<file path="config.mk">
export PLATFORM = sky130hd
export DESIGN_NAME = csr_access_unit_flat
export DESIGN_NICKNAME = d
export VERILOG_FILES = /design/src/rtl/csr_pkg.sv /design/src/rtl/csr_access_unit_if.sv /design/src/rtl/csr_alu.sv /design/src/rtl/csr_access_unit.sv /design/src/flat_wrapper.sv
export SDC_FILE = /design/constraint.sdc
export NUM_CORES = 1
export LEC_CHECK = 0
export BUFFER_PORTS_ARGS = -buffer_cell sky130_fd_sc_hd__clkbuf_2
export CAP_MARGIN = 5
export CORE_MARGIN = 2
export CORE_UTILIZATION = 58
export DETAILED_ROUTE_END_ITERATION = 16
export HOLD_SLACK_MARGIN = 0.08
export PLACE_DENSITY_LB_ADDON = 0.08
export SETUP_SLACK_MARGIN = 0.05
export SLEW_MARGIN = 20
export SYNTH_ARGS = -nofsm -noshare
export SYNTH_HDL_FRONTEND = slang
export SYNTH_SLANG_ARGS = --single-unit
</file>
<file path="constraint.sdc">
create_clock -name clk_i -period 9 [get_ports clk_i]
set_clock_uncertainty 0.05 [all_clocks]
set_input_delay 0.45 -clock clk_i [delete_from_list [all_inputs] [get_ports clk_i]]
set_output_delay 0.45 -clock clk_i [all_outputs]
set_load 0.01 [all_outputs]
</file>
<file path="src/rtl/csr_pkg.sv">
// ----------------------------------------------------------------------------
// csr_pkg : shared Zicsr encodings, CSR addresses and FSM states
// Rev 1.0 : initial release
// ----------------------------------------------------------------------------
`default_nettype none

package csr_pkg;

  localparam logic [2:0] CSRRW  = 3'b001;
  localparam logic [2:0] CSRRS  = 3'b010;
  localparam logic [2:0] CSRRC  = 3'b011;
  localparam logic [2:0] CSRRWI = 3'b101;
  localparam logic [2:0] CSRRSI = 3'b110;
  localparam logic [2:0] CSRRCI = 3'b111;

  localparam logic [11:0] CSR_CYCLE    = 12'hC00;
  localparam logic [11:0] CSR_CYCLEH   = 12'hC80;
  localparam logic [11:0] CSR_INSTRET  = 12'hC02;
  localparam logic [11:0] CSR_INSTRETH = 12'hC82;

  localparam logic [1:0] RO_SPACE = 2'b11;

  typedef enum logic [1:0] {
    ST_IDLE  = 2'd0,
    ST_READ  = 2'd1,
    ST_WRITE = 2'd2,
    ST_RESP  = 2'd3
  } csr_state_e;

endpackage

`default_nettype wire

</file>
<file path="src/rtl/csr_access_unit_if.sv">
// ----------------------------------------------------------------------------
// csr_access_unit_if : pipeline request/response bus of the CSR access unit
// Rev 1.0 : initial release
// ----------------------------------------------------------------------------
`default_nettype none

interface csr_access_unit_if #(
  parameter int XLEN   = 32,
  parameter int ADDR_W = 12
);

  logic              req_valid_i;
  logic              req_ready_o;
  logic [2:0]        funct3_i;
  logic [ADDR_W-1:0] csr_addr_i;
  logic [XLEN-1:0]   rs1_data_i;
  logic [4:0]        rs1_idx_i;
  logic [4:0]        rd_i;
  logic              resp_valid_o;
  logic              resp_ready_i;
  logic [XLEN-1:0]   resp_data_o;
  logic [4:0]        resp_rd_o;
  logic              resp_illegal_o;

  // Port suffixes are named from the unit's point of view.
  modport slave (
    input  req_valid_i, funct3_i, csr_addr_i, rs1_data_i, rs1_idx_i, rd_i,
    input  resp_ready_i,
    output req_ready_o, resp_valid_o, resp_data_o, resp_rd_o, resp_illegal_o
  );

  modport master (
    output req_valid_i, funct3_i, csr_addr_i, rs1_data_i, rs1_idx_i, rd_i,
    output resp_ready_i,
    input  req_ready_o, resp_valid_o, resp_data_o, resp_rd_o, resp_illegal_o
  );

endinterface

`default_nettype wire

</file>
<file path="src/rtl/csr_alu.sv">
// ----------------------------------------------------------------------------
// csr_alu : new-value, write-enable and illegal-access computation
// Rev 1.0 : initial release
// ----------------------------------------------------------------------------
`default_nettype none

module csr_alu
  import csr_pkg::*;
#(
  parameter int XLEN   = 32,
  parameter int ADDR_W = 12
) (
  input  wire logic [2:0]        funct3_i,
  input  wire logic [XLEN-1:0]   old_i,
  input  wire logic [XLEN-1:0]   operand_i,
  input  wire logic [4:0]        rs1_idx_i,
  input  wire logic [ADDR_W-1:0] addr_i,
  output logic      [XLEN-1:0]   new_o,
  output logic                   we_o,
  output logic                   illegal_o
);

  logic bad_funct3;

  always_comb begin
    new_o      = old_i;
    we_o       = 1'b0;
    bad_funct3 = 1'b0;
    case (funct3_i)
      CSRRW, CSRRWI: begin
        new_o = operand_i;
        we_o  = 1'b1;
      end
      // Set/clear forms only write when a source register is named,
      // regardless of whether its value happens to be zero.
      CSRRS, CSRRSI: begin
        new_o = old_i | operand_i;
        we_o  = (rs1_idx_i != 5'd0);
      end
      CSRRC, CSRRCI: begin
        new_o = old_i & ~operand_i;
        we_o  = (rs1_idx_i != 5'd0);
      end
      default: bad_funct3 = 1'b1;
    endcase
    illegal_o = bad_funct3 | (we_o & (addr_i[ADDR_W-1 -: 2] == RO_SPACE));
  end

endmodule

`default_nettype wire

</file>
<file path="src/rtl/csr_access_unit.sv">
// ----------------------------------------------------------------------------
// csr_access_unit : execute-stage Zicsr initiator (read, modify, write back)
// Rev 1.0 : initial release
// ----------------------------------------------------------------------------
`default_nettype none

module csr_access_unit
  import csr_pkg::*;
#(
  parameter int XLEN   = 32,
  parameter int ADDR_W = 12
) (
  input  wire logic              clk_i,
  input  wire logic              reset_i,
  csr_access_unit_if.slave       pipe,
  output logic      [ADDR_W-1:0] csrRaddr_o,
  input  wire logic [XLEN-1:0]   csrRData_i,
  output logic      [ADDR_W-1:0] csrWaddr_o,
  output logic      [XLEN-1:0]   csrWData_o,
  output logic                   csrWe_o
);

  csr_state_e        state_q;
  logic [2:0]        funct3_q;
  logic [ADDR_W-1:0] addr_q;
  logic [XLEN-1:0]   operand_q;
  logic [4:0]        rs1_idx_q;
  logic [4:0]        rd_q;
  logic [XLEN-1:0]   old_q;

  logic              req_ready_q;
  logic              resp_valid_q;
  logic [XLEN-1:0]   resp_data_q;
  logic [4:0]        resp_rd_q;
  logic              resp_illegal_q;
  logic [ADDR_W-1:0] csr_raddr_q;
  logic [ADDR_W-1:0] csr_waddr_q;
  logic [XLEN-1:0]   csr_wdata_q;
  logic              csr_we_q;

  logic [XLEN-1:0]   new_d;
  logic              we_d;
  logic              illegal_d;

  csr_alu #(
    .XLEN   (XLEN),
    .ADDR_W (ADDR_W)
  ) u_alu (
    .funct3_i  (funct3_q),
    .old_i     (csrRData_i),
    .operand_i (operand_q),
    .rs1_idx_i (rs1_idx_q),
    .addr_i    (addr_q),
    .new_o     (new_d),
    .we_o      (we_d),
    .illegal_o (illegal_d)
  );

  always_ff @(posedge clk_i or posedge reset_i) begin
    if (reset_i) begin
      state_q        <= ST_IDLE;
      funct3_q       <= '0;
      addr_q         <= '0;
      operand_q      <= '0;
      rs1_idx_q      <= '0;
      rd_q           <= '0;
      old_q          <= '0;
      req_ready_q    <= 1'b1;
      resp_valid_q   <= 1'b0;
      resp_data_q    <= '0;
      resp_rd_q      <= '0;
      resp_illegal_q <= 1'b0;
      csr_raddr_q    <= '0;
      csr_waddr_q    <= '0;
      csr_wdata_q    <= '0;
      csr_we_q       <= 1'b0;
    end else begin
      case (state_q)
        ST_IDLE: begin
          if (pipe.req_valid_i && req_ready_q) begin
            funct3_q    <= pipe.funct3_i;
            addr_q      <= pipe.csr_addr_i;
            // Immediate forms carry the uimm in the rs1 field.
            operand_q   <= pipe.funct3_i[2] ? {{(XLEN-5){1'b0}}, pipe.rs1_idx_i}
                                            : pipe.rs1_data_i;
            rs1_idx_q   <= pipe.rs1_idx_i;
            rd_q        <= pipe.rd_i;
            csr_raddr_q <= pipe.csr_addr_i;
            req_ready_q <= 1'b0;
            state_q     <= ST_READ;
          end
        end

        ST_READ: begin
          old_q       <= csrRData_i;
          csr_raddr_q <= '0;
          if (illegal_d || !we_d) begin
            resp_valid_q   <= 1'b1;
            resp_data_q    <= illegal_d ? '0 : csrRData_i;
            resp_rd_q      <= rd_q;
            resp_illegal_q <= illegal_d;
            state_q        <= ST_RESP;
          end else begin
            csr_we_q    <= 1'b1;
            csr_waddr_q <= addr_q;
            csr_wdata_q <= new_d;
            state_q     <= ST_WRITE;
          end
        end

        ST_WRITE: begin
          csr_we_q       <= 1'b0;
          csr_waddr_q    <= '0;
          csr_wdata_q    <= '0;
          resp_valid_q   <= 1'b1;
          resp_data_q    <= old_q;
          resp_rd_q      <= rd_q;
          resp_illegal_q <= 1'b0;
          state_q        <= ST_RESP;
        end

        ST_RESP: begin
          if (pipe.resp_ready_i) begin
            resp_valid_q   <= 1'b0;
            resp_data_q    <= '0;
            resp_rd_q      <= '0;
            resp_illegal_q <= 1'b0;
            req_ready_q    <= 1'b1;
            state_q        <= ST_IDLE;
          end
        end

        default: begin
          req_ready_q <= 1'b1;
          state_q     <= ST_IDLE;
        end
      endcase
    end
  end

  assign pipe.req_ready_o    = req_ready_q;
  assign pipe.resp_valid_o   = resp_valid_q;
  assign pipe.resp_data_o    = resp_data_q;
  assign pipe.resp_rd_o      = resp_rd_q;
  assign pipe.resp_illegal_o = resp_illegal_q;
  assign csrRaddr_o          = csr_raddr_q;
  assign csrWaddr_o          = csr_waddr_q;
  assign csrWData_o          = csr_wdata_q;
  assign csrWe_o             = csr_we_q;

endmodule

`default_nettype wire

</file>
<file path="src/flat_wrapper.sv">
// flat-port wrapper written by rule: the top's interface ports become plain ports
module csr_access_unit_flat import csr_pkg::*;
#(
  parameter int XLEN   = 32,
  parameter int ADDR_W = 12
)
  (clk_i, reset_i, csrRaddr_o, csrRData_i, csrWaddr_o, csrWData_o, csrWe_o, pipe_req_valid_i, pipe_funct3_i, pipe_csr_addr_i, pipe_rs1_data_i, pipe_rs1_idx_i, pipe_rd_i, pipe_resp_ready_i, pipe_req_ready_o, pipe_resp_valid_o, pipe_resp_data_o, pipe_resp_rd_o, pipe_resp_illegal_o);
  csr_access_unit_if #(.XLEN(XLEN), .ADDR_W(ADDR_W)) pipe_i ();
  input  wire logic clk_i;
  input  wire logic reset_i;
  output logic      [ADDR_W-1:0] csrRaddr_o;
  input  wire logic [XLEN-1:0] csrRData_i;
  output logic      [ADDR_W-1:0] csrWaddr_o;
  output logic      [XLEN-1:0] csrWData_o;
  output logic csrWe_o;
  input wire logic [$bits(pipe_i.req_valid_i)-1:0] pipe_req_valid_i;
  input wire logic [$bits(pipe_i.funct3_i)-1:0] pipe_funct3_i;
  input wire logic [$bits(pipe_i.csr_addr_i)-1:0] pipe_csr_addr_i;
  input wire logic [$bits(pipe_i.rs1_data_i)-1:0] pipe_rs1_data_i;
  input wire logic [$bits(pipe_i.rs1_idx_i)-1:0] pipe_rs1_idx_i;
  input wire logic [$bits(pipe_i.rd_i)-1:0] pipe_rd_i;
  input wire logic [$bits(pipe_i.resp_ready_i)-1:0] pipe_resp_ready_i;
  output wire logic [$bits(pipe_i.req_ready_o)-1:0] pipe_req_ready_o;
  output wire logic [$bits(pipe_i.resp_valid_o)-1:0] pipe_resp_valid_o;
  output wire logic [$bits(pipe_i.resp_data_o)-1:0] pipe_resp_data_o;
  output wire logic [$bits(pipe_i.resp_rd_o)-1:0] pipe_resp_rd_o;
  output wire logic [$bits(pipe_i.resp_illegal_o)-1:0] pipe_resp_illegal_o;
  assign pipe_i.req_valid_i = pipe_req_valid_i;
  assign pipe_i.funct3_i = pipe_funct3_i;
  assign pipe_i.csr_addr_i = pipe_csr_addr_i;
  assign pipe_i.rs1_data_i = pipe_rs1_data_i;
  assign pipe_i.rs1_idx_i = pipe_rs1_idx_i;
  assign pipe_i.rd_i = pipe_rd_i;
  assign pipe_i.resp_ready_i = pipe_resp_ready_i;
  assign pipe_req_ready_o = pipe_i.req_ready_o;
  assign pipe_resp_valid_o = pipe_i.resp_valid_o;
  assign pipe_resp_data_o = pipe_i.resp_data_o;
  assign pipe_resp_rd_o = pipe_i.resp_rd_o;
  assign pipe_resp_illegal_o = pipe_i.resp_illegal_o;
  csr_access_unit #(.XLEN(XLEN), .ADDR_W(ADDR_W)) u_core (.clk_i(clk_i), .reset_i(reset_i), .pipe(pipe_i), .csrRaddr_o(csrRaddr_o), .csrRData_i(csrRData_i), .csrWaddr_o(csrWaddr_o), .csrWData_o(csrWData_o), .csrWe_o(csrWe_o));
endmodule
</file>
Yosys cells after proc, flatten, opt, wreduce, memory -nomap -nowiden
Index checks and enable logic that the tools add are counted.
- flip-flop bits (word level): 188
- bits in latches: 0
- bits in writable memories: 0
- ROM bits: 0
- bits of input ports: 93
- output and inout bits: 97
- logic and storage cells: 86
- memories kept: 0
- add/sub/neg operators: 0
- multiply operators: 0
- div/mod/pow operators: 0
- order comparisons: 0
- equal/unequal tests: 14
- shift-type cells: 0
- muxes and demuxes: 31
- bitwise operators: 5
- reduce and logical (&&, ||, !) cells: 20
- operator list (kind ; count):
    $pmux 32 s3 ; 2
    $mux 32 ; 5
    $pmux 32 s2 ; 1
    $pmux 12 s2 ; 2
    $and 32x32->32 ; 1
    $not 32->32 ; 1
    $or 32x32->32 ; 1
    $mux 12 ; 2
    $pmux 5 s3 ; 1
    $mux 5 ; 2
    $eq 3x3->1 const B ; 3
    $mux 1 ; 8
    $pmux 2 s4 ; 1
    $reduce_and 2->1 ; 4
    $eq 2x2->1 const B ; 3
    $eq 3x2->1 const B ; 2
    $pmux 1 s2 ; 3
    $pmux 1 s3 ; 2
    $reduce_and 3->1 ; 2
    $reduce_bool 2->1 ; 3
    $reduce_or 2->1 ; 3
    $reduce_or 6->1 ; 1
    $reduce_bool 5->1 ; 1
    $mux 2 ; 2
    12 further kinds ; 14

Longest topological paths before layout
Gate-level depths: netlist (run 1).
- word-level depth: 8
- depth in mapped cells: 8
- gate-level depth less buffers: 6

Modules after synthesis
From an unflattened synthesis (run 1), not the netlist that was laid out.
- cells, all modules: 832
- area, all modules: 9048.7 µm²
- modules (own cells, without submodules) (module ; instances ; cells an instance ; area an instance (µm²) ; sequential area each (µm²)):
    csr_access_unit ; 1 ; 684 ; 7963.9 ; 4705.8
    csr_alu ; 1 ; 148 ; 1084.8 ; 0.0

Least setup slack after synthesis (run 1)
Ideal clock, no wire load.
- kind: register to register
- from: register u_core.state_q[0]
- to: register u_core.resp_data_q[29] (netlist: u_core.pipe.resp_data_o[29])
- library setup time: 0.077 ns
- arrival time: 1.916 ns
- required time: 8.873 ns
- setup slack: 6.957 ns
- stages on the path, launching flop included: 9
- path buffers: 2
- period minus slack after synthesis: 2.043 ns
- cells stage by stage: dfrtp_1 > inv_1 > ha_1 > buf_2 > or4b_1 > o32ai_2 > buf_2 > a22oi_1 > a21oi_1
- word-level cells in the longest chain between the ends: 3
- elaborated cells on any way between the ends: 8
- classes of those cells: eq/ne (5); mux (1); reduce/logical (2)
- ends and longest elaborated chain (item ; line ; RTL):
    from (decl) ; csr_access_unit.sv:23 ; csr_state_e state_q;
    from (signal assigned) ; csr_access_unit.sv:61 ; state_q <= ST_IDLE;
    from (signal assigned) ; csr_access_unit.sv:90 ; state_q <= ST_READ;
    from (signal assigned) ; csr_access_unit.sv:102 ; state_q <= ST_RESP;
    $eq 2x1->1 / $eq 2x2->1 (equally long branches) ; csr_access_unit.sv:78 ; case (state_q)
    $ne 2x1->1 (no line), or another cell as far along ; - ;
    $reduce_and 3->1 (no line) ; - ;
    to (signal assigned) ; csr_access_unit.sv:99 ; resp_data_q <= illegal_d ? '0 : csrRData_i;
    to (signal assigned) ; csr_access_unit.sv:116 ; resp_data_q <= old_q;
    to (decl) ; csr_access_unit.sv:33 ; logic [XLEN-1:0] resp_data_q;
Parallel ways exist; a longest one is shown, timed or not.
A chain may end at the register's enable or synchronous reset.

Final worst setup path (run 1)
- from: register u_core.state_q[1]
- to: register u_core.csr_waddr_q[5] (netlist: u_core.csrWaddr_o[5])
- word-level cells in the longest chain between the ends: 3
- elaborated cells on any way between the ends: 6
- classes of those cells: eq/ne (3); mux (1); reduce/logical (2)
- ends and longest elaborated chain (item ; line ; RTL):
    $eq 2x1->1 / $eq 2x2->1 (equally long branches) ; csr_access_unit.sv:78 ;
    $ne 2x2->1 (no line) / $reduce_bool 2->1 (equally long branches) ; - ;
    $reduce_and 2->1 (no line) ; - ;
    to (signal assigned) ; csr_access_unit.sv:105 ; csr_waddr_q <= addr_q;
    to (decl) ; csr_access_unit.sv:37 ; logic [ADDR_W-1:0] csr_waddr_q;
Parallel ways exist; a longest one is shown, timed or not.

==> results of run 1 <==
[Yosys cell counts, types with 2 or more instances]
| library cell | count |
|---|---|
| a22o_1 | 60 |
| dfrtp_1 | 186 |
| buf_4 | 5 |
| inv_1 | 5 |
| o21ai_0 | 36 |
| a211oi_1 | 9 |
| nand2b_1 | 29 |
| ha_1 | 4 |
| a22oi_1 | 32 |
| nor2_1 | 12 |
| and2_1 | 2 |
| buf_1 | 4 |
| xnor2_1 | 23 |
| buf_2 | 15 |
| buf_6 | 3 |
| mux2i_1 | 5 |
| a21o_1 | 3 |
| clkbuf_1 | 33 |
| a21oi_1 | 124 |
| nand2_1 | 110 |
| mux2_2 | 32 |
[worst reg2reg max path: stages (launching register included)]
cell      delay [ns]
dfrtp_1         0.43
inv_1           0.13
ha_2            0.90
o211ai_4        0.45
buf_16          0.31
nor2_4          0.80
a22o_1          0.30
[registers in the layout, indices dropped and copies added (netlist names)]
register,count
u_core.csrWData_o,32
u_core.old_q,32
u_core.operand_q,32
u_core.pipe.resp_data_o,32
u_core.addr_q,12
u_core.csrRaddr_o,12
u_core.csrWaddr_o,12
u_core.pipe.resp_rd_o,5
u_core.rd_q,5
u_core.rs1_idx_q,5
u_core.funct3_q,2
u_core.state_q,2
u_core.csrWe_o,1
u_core.pipe.req_ready_o,1
u_core.pipe.resp_illegal_o,1
u_core.pipe.resp_valid_o,1
[per-layer routing]
metal	global-route usage, %	part of all wire, %	vias to the layer above
met5	0	0	-
met4	11.57	2.6	0
met3	6.180	6.0	46
met2	44.34	48	251
met1	38.25	43	3186
li1	-	-	2964
[final timing paths]
path,end,cells past startpoint
worst max-delay path,u_core.csrWaddr_o[5]$_DFFE_PP0P_,6
worst min-delay path,u_core.old_q[7]$_DFFE_PP0P_,2
worst max register to register,u_core.csrWaddr_o[5]$_DFFE_PP0P_,6
worst min register to register,u_core.addr_q[2]$_DFFE_PP0P_,2
max in group asynchronous,u_core.pipe.resp_data_o[26]$_DFFE_PP0P_,3
min in group clk_i,u_core.rd_q[4]$_DFFE_PP0P_,3
[cells by family after synthesis]
family | synth area share (%)
flip-flops | 57.62
XOR/XNOR | 2.480
multiplexers | 5.052
AO/OA/AOI/OAI | 21.60
adder cells (fa/ha/maj) | 0.6162
buffers and inverters | 3.743
AND/OR/NAND/NOR | 8.888
[final cells by class]
cell class / count / area share, %
clock buffer: 18 / 4.490
clock inverter: 14 / 1.957
inverter: 5 / 0.2686
multi-input combinational: 498 / 32.61
sequential: 187 / 47.87
tap: 180 / 2.303
timing repair buffer: 194 / 10.50
[where the power goes]
group	internal [W]	switching, W
registers	0.00120	0.000276
clock network	0.000474	0.000325
logic	0.000679	0.000893
[through the flow]
stage          cells  util, %  worst slack [ns]
2_1_floorplan    750        -             3.416
3_3_place_gp    1062    66.00             5.528
3_5_place_dp    1062    66.01             5.427
4_1_cts         1094    70.59             5.432
5_1_grt         1096    71.01             5.365
6_report        1096    71.01             5.581
==> key figures, run 1 <==
Layout
  • Register area: 4682 um2
  • Share of layout cells above drive strength 1: about 30%
  • Area growth, synth to finish: 20.41%
  • Final #Nets: 1000
  • Area of the multi-input gates: roughly 3200 um2
  • # fillers: roughly 1100
  • Commonest non-fill, non-tap cell in the layout: clkbuf_2
  • Final design area excluding fillers: about 9800 um2
  • Commonest cells after routing, fill and taps aside: 189 x clkbuf_2, 185 x dfrtp_1, 124 x a21oi_1, 110 x nand2_1, 60 x a22o_1
  • Antenna diodes: 0

GRT
  • First-pass GRT wire length: ~32 mm
  • Initial antenna violation count: 0
  • Gr ovfl total: 0
  • Largest net degree at the start of global routing: 105
  • Vias in the first global route: between 6000 and 7000
  • GRT Overall Usage: roughly 28%

Timing
  • Min Tclk post-route: approximately 3.4 ns
  • Worst slew margin: a little under a third
  • Final Slew Violations: 0
  • TNS Setup: 0 ns
  • Final Hold Slack: approximately 0.059 ns
  • Max Freq: 292.5 MHz
  • # setup viols final: 0
  • RSZ-0062 raised after global routing: no
  • Slew @ Worst Pin: about 1.0 ns
  • Final hold viol count: 0
  • Final cycle utilization of the critical path: 37.99%

Place
  • Placer Congestion: 0.8165
  • Placed cell area: between 9000 and 10000 um2
  • IO Port Bufs: roughly 190
  • DP HPWL: 13.30 mm

Yosys
  • Post-synthesis sequential area ratio: a little under 60%
  • Area leader, netlist: dfrtp_1
  • Largest cells by area after synthesis: dfrtp_1 57%, a21oi_1 7.6%, a22o_1 6.5%
  • Yosys cell types: 39
  • Ys async rst share: 100.0%
  • Synth warn: 0
  • Synthesis-stage register bit count: approximately 190
  • Cells after Synth: 750
  • Top cell type's share of synthesized area: 57.30%
  • Synthesized area: a little over 8000 um2
  • Top FF cell, synth: dfrtp_1
  • EDFF count, synth: 0
  • Synth Area per Inst: 10.83 um2
  • Syn nets: about 850

Die
  • # IOs: 190
  • Total core area: approximately 14000 um2
  • Die Ht: 122.3 um
  • Row Count: between 40 and 50
  • Initial Util: roughly three fifths
  • Die X: around 120 um
  • Die area: about 15000 um2

Power and ir drop
  • Design Power: 0.003843 W
  • Pwr/cell area: around 390 nW/um2
  • Pleak: between 4 and 5 nW
  • Peak VDD IR: roughly 0.21 mV

Clock tree
  • TritonCTS clock tree: built
  • CTS Buffer Depth: 2
  • H-tree depth: 4
  • CTS Hold Bufs: 0
  • CTS root buf: clkbuf_16
  • TritonCTS Buffers: 17
  • CTS sink cnt: between 150 and 200
  • Clk_lat worst skew: about 0.43 ns
  • Setup bufs post-CTS: 0
  • Clock-pin slew on the worst setup and hold paths: approximately 0.07 ns
  • CTS resizes: 0

Detailed routing
  • Via density: approximately 5.9
  • Drt total wl: between 20 and 25 mm
  • Antenna viol nets, final: 0
  • # DRC: 0
  • Wirelength per Cell: about 19 um
  • Initial drt markers: about 480
  • Via count: roughly 6400
  • Drt pass-1 iters: 5

Setup path
  • Worst Path Required: 9.31 ns
  • Critical path type: flip-flop to flip-flop
  • Family with the most delay on the worst path: adder cells
  • Worst EP arrival: about 3.7 ns
  • Bufs and invs on worst path: 2
  • Crit-path max cell delay: approximately 0.90 ns
  • Flop2flop setup slack: 5.58 ns
  • Crit path from: u_core.state_q[1]$_DFFE_PP0P_
  • Worst r2r src: u_core.state_q[1]$_DFFE_PP0P_
  • Critical Path Fanout Max: 45
  • CP Launch Type: flip-flop
  • Worst path cell trace: inv_1 -> ha_2 -> o211ai_4 -> buf_16 -> nor2_4 -> a22o_1
  • CP endpoint kind: flip-flop
  • Slowest-stage cell, CP: ha_2

Run status
  • Status: finished clean

Flow run
  • Max-cap violations: 0

Hold path
  • Hold Crit Class: input pin to async pin
Power figures use the tool's default switching activity.
==> inputs of run 2 (changes only) <==
--- a/config.mk
+++ b/config.mk
@@ -5,10 +5,11 @@
 export SDC_FILE = /design/constraint.sdc
 export NUM_CORES = 1
 export LEC_CHECK = 0
+export ABC_AREA = 1
 export BUFFER_PORTS_ARGS = -buffer_cell sky130_fd_sc_hd__clkbuf_2
 export CAP_MARGIN = 5
 export CORE_MARGIN = 2
-export CORE_UTILIZATION = 58
+export CORE_UTILIZATION = 54
 export DETAILED_ROUTE_END_ITERATION = 16
 export HOLD_SLACK_MARGIN = 0.08
 export PLACE_DENSITY_LB_ADDON = 0.08
==> constraint.sdc (replaced) <==
create_clock -name clk_i -period 3.5 [get_ports clk_i]
set_clock_uncertainty 0.05 [all_clocks]
set_input_delay 0.175 -clock clk_i [delete_from_list [all_inputs] [get_ports clk_i]]
set_output_delay 0.175 -clock clk_i [all_outputs]
set_load 0.01 [all_outputs]
==> run 2 against run 1 <==
Setup slack worse by 4.8 ns; non-clock buffer count is 103 higher; area after synthesis is 3.7% higher; cell count is 38% higher; critical endpoint is now u_core.pipe.resp_data_o[6]$_DFFE_PP0P_; largest cell class unchanged.
==> key figures, run 2 <==
Die
  • Die area: 16620 um2
  • Initial Util: ~55%
  • Row Count: 45
  • Die X: 128.9 um
  • Die Ht: roughly 130 um
  • Total core area: 15200 um2
  • # IOs: 190

GRT
  • First-pass GRT wire length: 38.34 mm
  • Initial antenna violation count: 0
  • Largest net degree at the start of global routing: 90
  • GRT Overall Usage: between 20% and 30%
  • Vias in the first global route: 7405
  • Gr ovfl total: 0

Clock tree
  • Clock-pin slew on the worst setup and hold paths: approximately 0.070 ns
  • Setup bufs post-CTS: 0
  • CTS Buffer Depth: 2
  • CTS sink cnt: around 190
  • TritonCTS Buffers: 17
  • CTS Hold Bufs: 94
  • CTS resizes: 0
  • H-tree depth: 4
  • CTS root buf: clkbuf_16
  • Clk_lat worst skew: approximately 0.42 ns
  • TritonCTS clock tree: built

Yosys
  • Count leader, synth: nand2_1
  • Syn nets: around 1200
  • Synth warn: 0
  • Post-synthesis sequential area ratio: 55.56%
  • Synth Area per Inst: between 7 and 8 um2
  • EDFF count, synth: 0
  • Commonest cells in the netlist: 529 x nand2_1, 186 x dfrtp_1, 125 x nand3_1
  • Synthesis-stage register bit count: ~190
  • Yosys cell types: 21
  • Top FF cell, synth: dfrtp_1
  • Synthesized area: 8424 um2
  • Ys async rst share: between 90% and 100%
  • Top cell type's share of synthesized area: 55.25%
  • Area leader, netlist: dfrtp_1
  • Largest cells by area after synthesis: dfrtp_1 55%, nand2_1 24%, nand3_1 7.4%
  • Cells after Synth: ~1100

Flow run
  • Max-cap violations: 0

Timing
  • Max Freq: between 300 and 400 MHz
  • Final Slew Violations: 0
  • Min Tclk post-route: around 2.7 ns
  • Final hold viol count: 0
  • # setup viols final: 0
  • Slew @ Worst Pin: about 1.1 ns
  • RSZ-0062 raised after global routing: no
  • TNS Setup: 0 ns
  • Final cycle utilization of the critical path: between 70% and 80%
  • Worst slew margin: 25.66%

Detailed routing
  • Via density: around 5.3
  • Wirelength per Cell: between 15 and 20 um
  • # DRC: 0
  • Antenna viol nets, final: 0
  • Drt total wl: ~24 mm
  • Initial drt markers: between 800 and 900
  • Via count: roughly 8100
  • Drt pass-1 iters: 5

Layout
  • Final #Nets: ~1400
  • Share of layout cells above drive strength 1: approximately a fifth
  • Commonest non-fill, non-tap cell in the layout: nand2_1
  • # fillers: 1218
  • Antenna diodes: 0
  • Area growth, synth to finish: 30.19%
  • Commonest cells after routing, fill and taps aside: 528 x nand2_1, 189 x clkbuf_2, 186 x dfrtp_1, 124 x nand3_1, 94 x dlygate4sd3_1
  • Final design area excluding fillers: 10970 um2
  • Utilization after layout: between 70% and 80%

Setup path
  • CP endpoint kind: flip-flop
  • Crit-path max cell delay: between 0.5 and 0.6 ns
  • Family with the most delay on the worst path: simple AND/OR/NAND/NOR gates
  • Worst Path Required: approximately 3.8 ns
  • Critical Path Fanout Max: a little under 50
  • Critical path type: flip-flop to flip-flop
  • Bufs and invs on worst path: 2
  • Worst R2R Path Depth: 9
  • Worst path cell trace: inv_2 -> nor2_1 -> nand3_2 -> nand3_2 -> buf_4 -> nand2_2 -> nor2_4 -> nand2_1 -> nand2_1
  • Critical path depth: 9
  • Worst EP arrival: around 3 ns
  • Slowest-stage cell, CP: dfrtp_1
  • CP Launch Type: flip-flop

Power and ir drop
  • Sw power: 0.004382 W
  • Combinational Power Share: between 40% and 50%
  • Seq pwr share: 36.5%
  • Switching share of power: between 40% and 50%
  • Pwr/cell area: ~920 nW/um2
  • Peak VDD IR: between 0.6 and 0.7 mV
  • Clock power frac: 19.3%
  • P_int: approximately 0.0057 W
  • Pleak: 5.948 nW

Place
  • DP HPWL: between 10 and 15 mm
  • IO Port Bufs: between 150 and 200
  • Placed cell area: approximately 9400 um2
  • Placer Congestion: 0.8482

Run status
  • Status: finished clean

Hold path
  • Hold Crit Class: input pin to flip-flop
  • Hold Crit Depth: 5
## run 2: cell count changes in the layout (fill, tap and decap cells not counted), moves of 12 or more
cell           before  now
nand2b_1           29    0
o22ai_1             0   12
mux2_2             32    0
a21oi_1           124   33
xnor2_1            23    0
a22oi_1            32    0
inv_1               4   28
dlygate4sd3_1       0   94
a22o_1             60    0
nand2_1           110  528
nand3_1             0  124
## run 2: final cells by class
| cell class | instances | area, um2 | area share, % |
|---|---|---|---|
| multi-input combinational | 782 | 3328 | 30.34 |
| sequential | 187 | 4681 | 42.68 |
| clock inverter | 9 | 111.4 | 1.015 |
| timing repair buffer | 297 | 2004 | 18.28 |
| inverter | 31 | 120.1 | 1.095 |
| tap | 188 | 235.2 | 2.145 |
| clock buffer | 23 | 488.0 | 4.449 |
## run 2: per-layer routing
layer / vias up / GRT usage [%] / routed length, um
li1: 3887 / - / -
met1: 3826 / 43.47 / 11120
met2: 351 / 44.32 / 11070
met3: 43 / 5.198 / 1590
met4: 0 / 11.32 / 502
met5: - / 0 / 0
## run 2: cells by family (layout without fill, tap and decap cells)
family                     after synthesis  in the layout  share of synthesized area, %
AOI/OAI and AO/OA                       98             98                         6.149
buffers and inverters                  100            360                         5.139
adders and majority gates                4              4                        0.5941
DFF                                    187            187                         55.56
and+or+nand+nor                        680            680                         32.56
## run 2: final timing paths
check | start | endpoint | slack [ns]
setup / recovery | u_core.funct3_q[1]$_DFFE_PP0P_ | u_core.pipe.resp_data_o[6]$_DFFE_PP0P_ | 0.81
hold / removal | pipe_resp_ready_i | u_core.state_q[0]$_DFFE_PP0P_ | 0.13
setup reg to reg | u_core.funct3_q[1]$_DFFE_PP0P_ | u_core.pipe.resp_data_o[6]$_DFFE_PP0P_ | 0.81
hold reg to reg | u_core.old_q[6]$_DFFE_PP0P_ | u_core.old_q[6]$_DFFE_PP0P_ | 0.42
max in group asynchronous | reset_i | u_core.csrWData_o[14]$_DFFE_PP0P_ | 2.00
min in group asynchronous | reset_i | u_core.pipe.resp_data_o[31]$_DFFE_PP0P_ | 0.41
## run 2: metrics by stage
| stage | total power [W] | setup WS (ns) | hold slack [ns] | instances |
|---|---|---|---|---|
| 6_report | 0.01013 | 0.8113 | 0.1312 | 1517 |
| 5_1_grt | 0.01089 | 0.5829 | 0.1430 | 1517 |
| 4_1_cts | 0.01010 | 0.8139 | 0.1098 | 1517 |
| 3_5_place_dp | 0.008043 | 0.9378 | 0.3155 | 1391 |
| 3_3_place_gp | 0.007940 | 0.9715 | 0.3139 | 1391 |
| 2_1_floorplan | 0.006764 | 0.8693 | 0.2346 | 1069 |
## run 2: power groups by stage
stage | logic, W | registers, W | clock network [W]
final | 0.00448 | 0.00369 | 0.00196
after CTS | 0.00445 | 0.00367 | 0.00198
after global placement | 0.00425 | 0.00369 | 0
after detailed placement | 0.00435 | 0.00370 | 0
after floorplan | 0.00297 | 0.00379 | 0
after global routing | 0.00504 | 0.00379 | 0.00206
## run 2: worst min-delay path, cell delays in order
cell,delay [ns]
clkbuf_2,0.08
nor2_1,0.08
inv_1,0.09
nand3_1,0.08
nand2_1,0.06
==> inputs of run 3 (changes only) <==
--- a/config.mk
+++ b/config.mk
@@ -9,7 +9,7 @@
 export BUFFER_PORTS_ARGS = -buffer_cell sky130_fd_sc_hd__clkbuf_2
 export CAP_MARGIN = 5
 export CORE_MARGIN = 2
-export CORE_UTILIZATION = 54
+export CORE_UTILIZATION = 49
 export DETAILED_ROUTE_END_ITERATION = 16
 export HOLD_SLACK_MARGIN = 0.08
 export PLACE_DENSITY_LB_ADDON = 0.08
==> constraint.sdc (replaced) <==
create_clock -name clk_i -period 2.25 [get_ports clk_i]
set_clock_uncertainty 0.05 [all_clocks]
set_input_delay 0.1125 -clock clk_i [delete_from_list [all_inputs] [get_ports clk_i]]
set_output_delay 0.1125 -clock clk_i [all_outputs]
set_load 0.01 [all_outputs]
==> run 3 against run 2 <==
Sequential power rose by 56%; core utilization fell by 5.5 points; clock power rose by 49%; flip-flop and latch count did not move; via count fell by 2.2%; die area rose by 9.9%; global-route usage fell by 2.3 points; fmax rose by 38%; combinational power rose by 60%; largest cell class unchanged; largest power group unchanged; highest routed layer unchanged.
==> key figures, run 3 (synthesis gave the netlist of run 2 again) <==
GRT
  • Gr ovfl total: 0
  • Initial antenna violation count: 0
  • Largest net degree at the start of global routing: 114
  • GRT Overall Usage: between 20% and 30%
  • First-pass GRT wire length: 38.96 mm
  • Vias in the first global route: 7616

Layout
  • Non-filler cells, final: approximately 1600
  • Commonest non-fill, non-tap cell in the layout: nand2_1
  • Area growth, synth to finish: 32.07%
  • Final #Nets: 1426
  • Antenna diodes: 0
  • Share of layout cells above drive strength 1: about a fifth
  • Final design area excluding fillers: between 10000 and 15000 um2
  • Commonest cells after routing, fill and taps aside: 528 x nand2_1, 189 x clkbuf_2, 186 x dfrtp_1, 124 x nand3_1, 96 x dlygate4sd3_1

Detailed routing
  • # DRC: 0
  • Wirelength per Cell: about 15 um
  • Via count: approximately 8000
  • Initial drt markers: 602
  • Antenna viol nets, final: 0
  • Drt pass-1 iters: 5
  • Via density: approximately 5.1
  • Drt total wl: about 24 mm

Die
  • Die Ht: 135.1 um
  • Die area: roughly 18000 um2
  • Total core area: approximately 17000 um2
  • Initial Util: 50.44%
  • Die X: 135.1 um
  • # IOs: 190
  • Row Count: 47

Run status
  • Status: finished clean

Clock tree
  • CTS resizes: 0
  • H-tree depth: 4
  • Clock-pin slew on the worst setup and hold paths: approximately 0.070 ns
  • CTS Buffer Depth: 2
  • Clk_lat worst skew: 0.43 ns
  • CTS root buf: clkbuf_16
  • CTS sink cnt: about 190
  • TritonCTS clock tree: built
  • TritonCTS Buffers: 17

Place
  • Post-place setup slack: roughly 0.33 ns
  • Placed cell area: around 9600 um2
  • DP HPWL: about 15 mm
  • IO Port Bufs: 189
  • Placed insts: approximately 1400
  • Placer Congestion: 0.8602

Timing
  • Final setup margin: roughly 0.3 ns
  • Final Slew Violations: 0
  • RSZ-0062 raised after global routing: no
  • Final hold viol count: 0
  • Worst slew margin: 53.13%
  • Min Tclk post-route: roughly 2 ns
  • # setup viols final: 0
  • Max Freq: 512.7 MHz
  • Final cycle utilization of the critical path: 86.68%
  • Slew @ Worst Pin: 0.7014 ns

Power and ir drop
  • Pwr/cell area: approximately 1400 nW/um2
  • Pleak: 6.003 nW
  • Peak VDD IR: between 1 and 1.5 mV

Flow run
  • Max-cap violations: 0

Setup path
  • Slowest-stage cell, CP: nor2_4
  • Critical path type: flip-flop to flip-flop
  • CP endpoint kind: flip-flop
  • Crit-path max cell delay: roughly 0.54 ns
  • CP Launch Type: flip-flop
  • Critical Path Fanout Max: 32
  • Worst Path Required: between 2 and 3 ns
  • Worst path cell trace: inv_1 -> ha_1 -> inv_1 -> nand2_2 -> nor2_4 -> nand2_1 -> nand2_1
  • Worst EP arrival: approximately 2.3 ns

Hold path
  • Hold Crit Class: input pin to async pin
[run 3: path summary, 6_finish.rpt]
path,start,depth (start not counted),slack (ns),to
max,u_core.state_q[0]$_DFFE_PP0P_,7,0.30,u_core.pipe.resp_data_o[5]$_DFFE_PP0P_
min,reset_i,4,0.30,u_core.pipe.resp_valid_o$_DFFE_PP0P_
max reg2reg,u_core.state_q[0]$_DFFE_PP0P_,7,0.30,u_core.pipe.resp_data_o[5]$_DFFE_PP0P_
min reg2reg,u_core.old_q[22]$_DFFE_PP0P_,2,0.42,u_core.old_q[22]$_DFFE_PP0P_
max in group asynchronous,reset_i,4,1.27,u_core.old_q[6]$_DFFE_PP0P_
min in group clk_i,pipe_funct3_i[2],4,0.30,u_core.operand_q[31]$_DFFE_PP0P_
[run 3: worst max-delay path, delay by kind of cell, from the launching register on]
| kind | cells | cell delay [ns] |
|---|---|---|
| adder cells (fa/ha/maj) | 1 | 0.27 |
| flip-flops | 1 | 0.42 |
| AND/OR/NAND/NOR | 4 | 0.88 |
| buffers and inverters | 2 | 0.26 |
[run 3: through the flow]
| step | TNS, ns | power [W] | hold WS, ns | utilization, % |
|---|---|---|---|---|
| after global routing | 0 | 0.01712 | 0.3421 | 66.62 |
| after global placement | 0 | 0.01264 | 0.2315 | 57.45 |
| final | 0 | 0.01584 | 0.3018 | 66.62 |
| after CTS | 0 | 0.01588 | 0.2625 | 66.62 |
| after floorplan | -59.18 | 0.01052 | 0.1721 | - |
| after detailed placement | 0 | 0.01279 | 0.2299 | 57.45 |
[run 3: cell type report]
cell class	instances	area [um2]
Clock buffer	17	425.4
Clock inverter	15	143.9
Fill cell	1460	5575
Inverter	31	120.1
Multi-Input combinational cell	782	3336
Sequential cell	187	4681
Tap cell	220	275.3
Timing Repair Buffer	310	2145
[run 3: metal layers]
layer  vias to the layer above  GRT usage, %  share of wire (%)
li1                       3906             -                  -
met1                      3689         40.22                 47
met2                       283         41.34                 45
met3                        48         4.542                6.2
met4                         0         9.028                2.2
met5                         -             0                  0
[run 3: timing repair]
action / in CTS / in global routing
buffers inserted: 0 / 0
hold endpoints to repair: 351 / 0
endpoints found under the setup margin: 0 / 0
hold buffers: 96 / 0
[run 3: power by group]
| group | leakage, nW | internal [W] | switching, W |
|---|---|---|---|
| logic | 3.35 | 0.00251 | 0.00466 |
| clock network | 0.266 | 0.00155 | 0.00138 |
| registers | 2.39 | 0.00486 | 0.000883 |
| total | 6.00 | 0.00892 | 0.00692 |
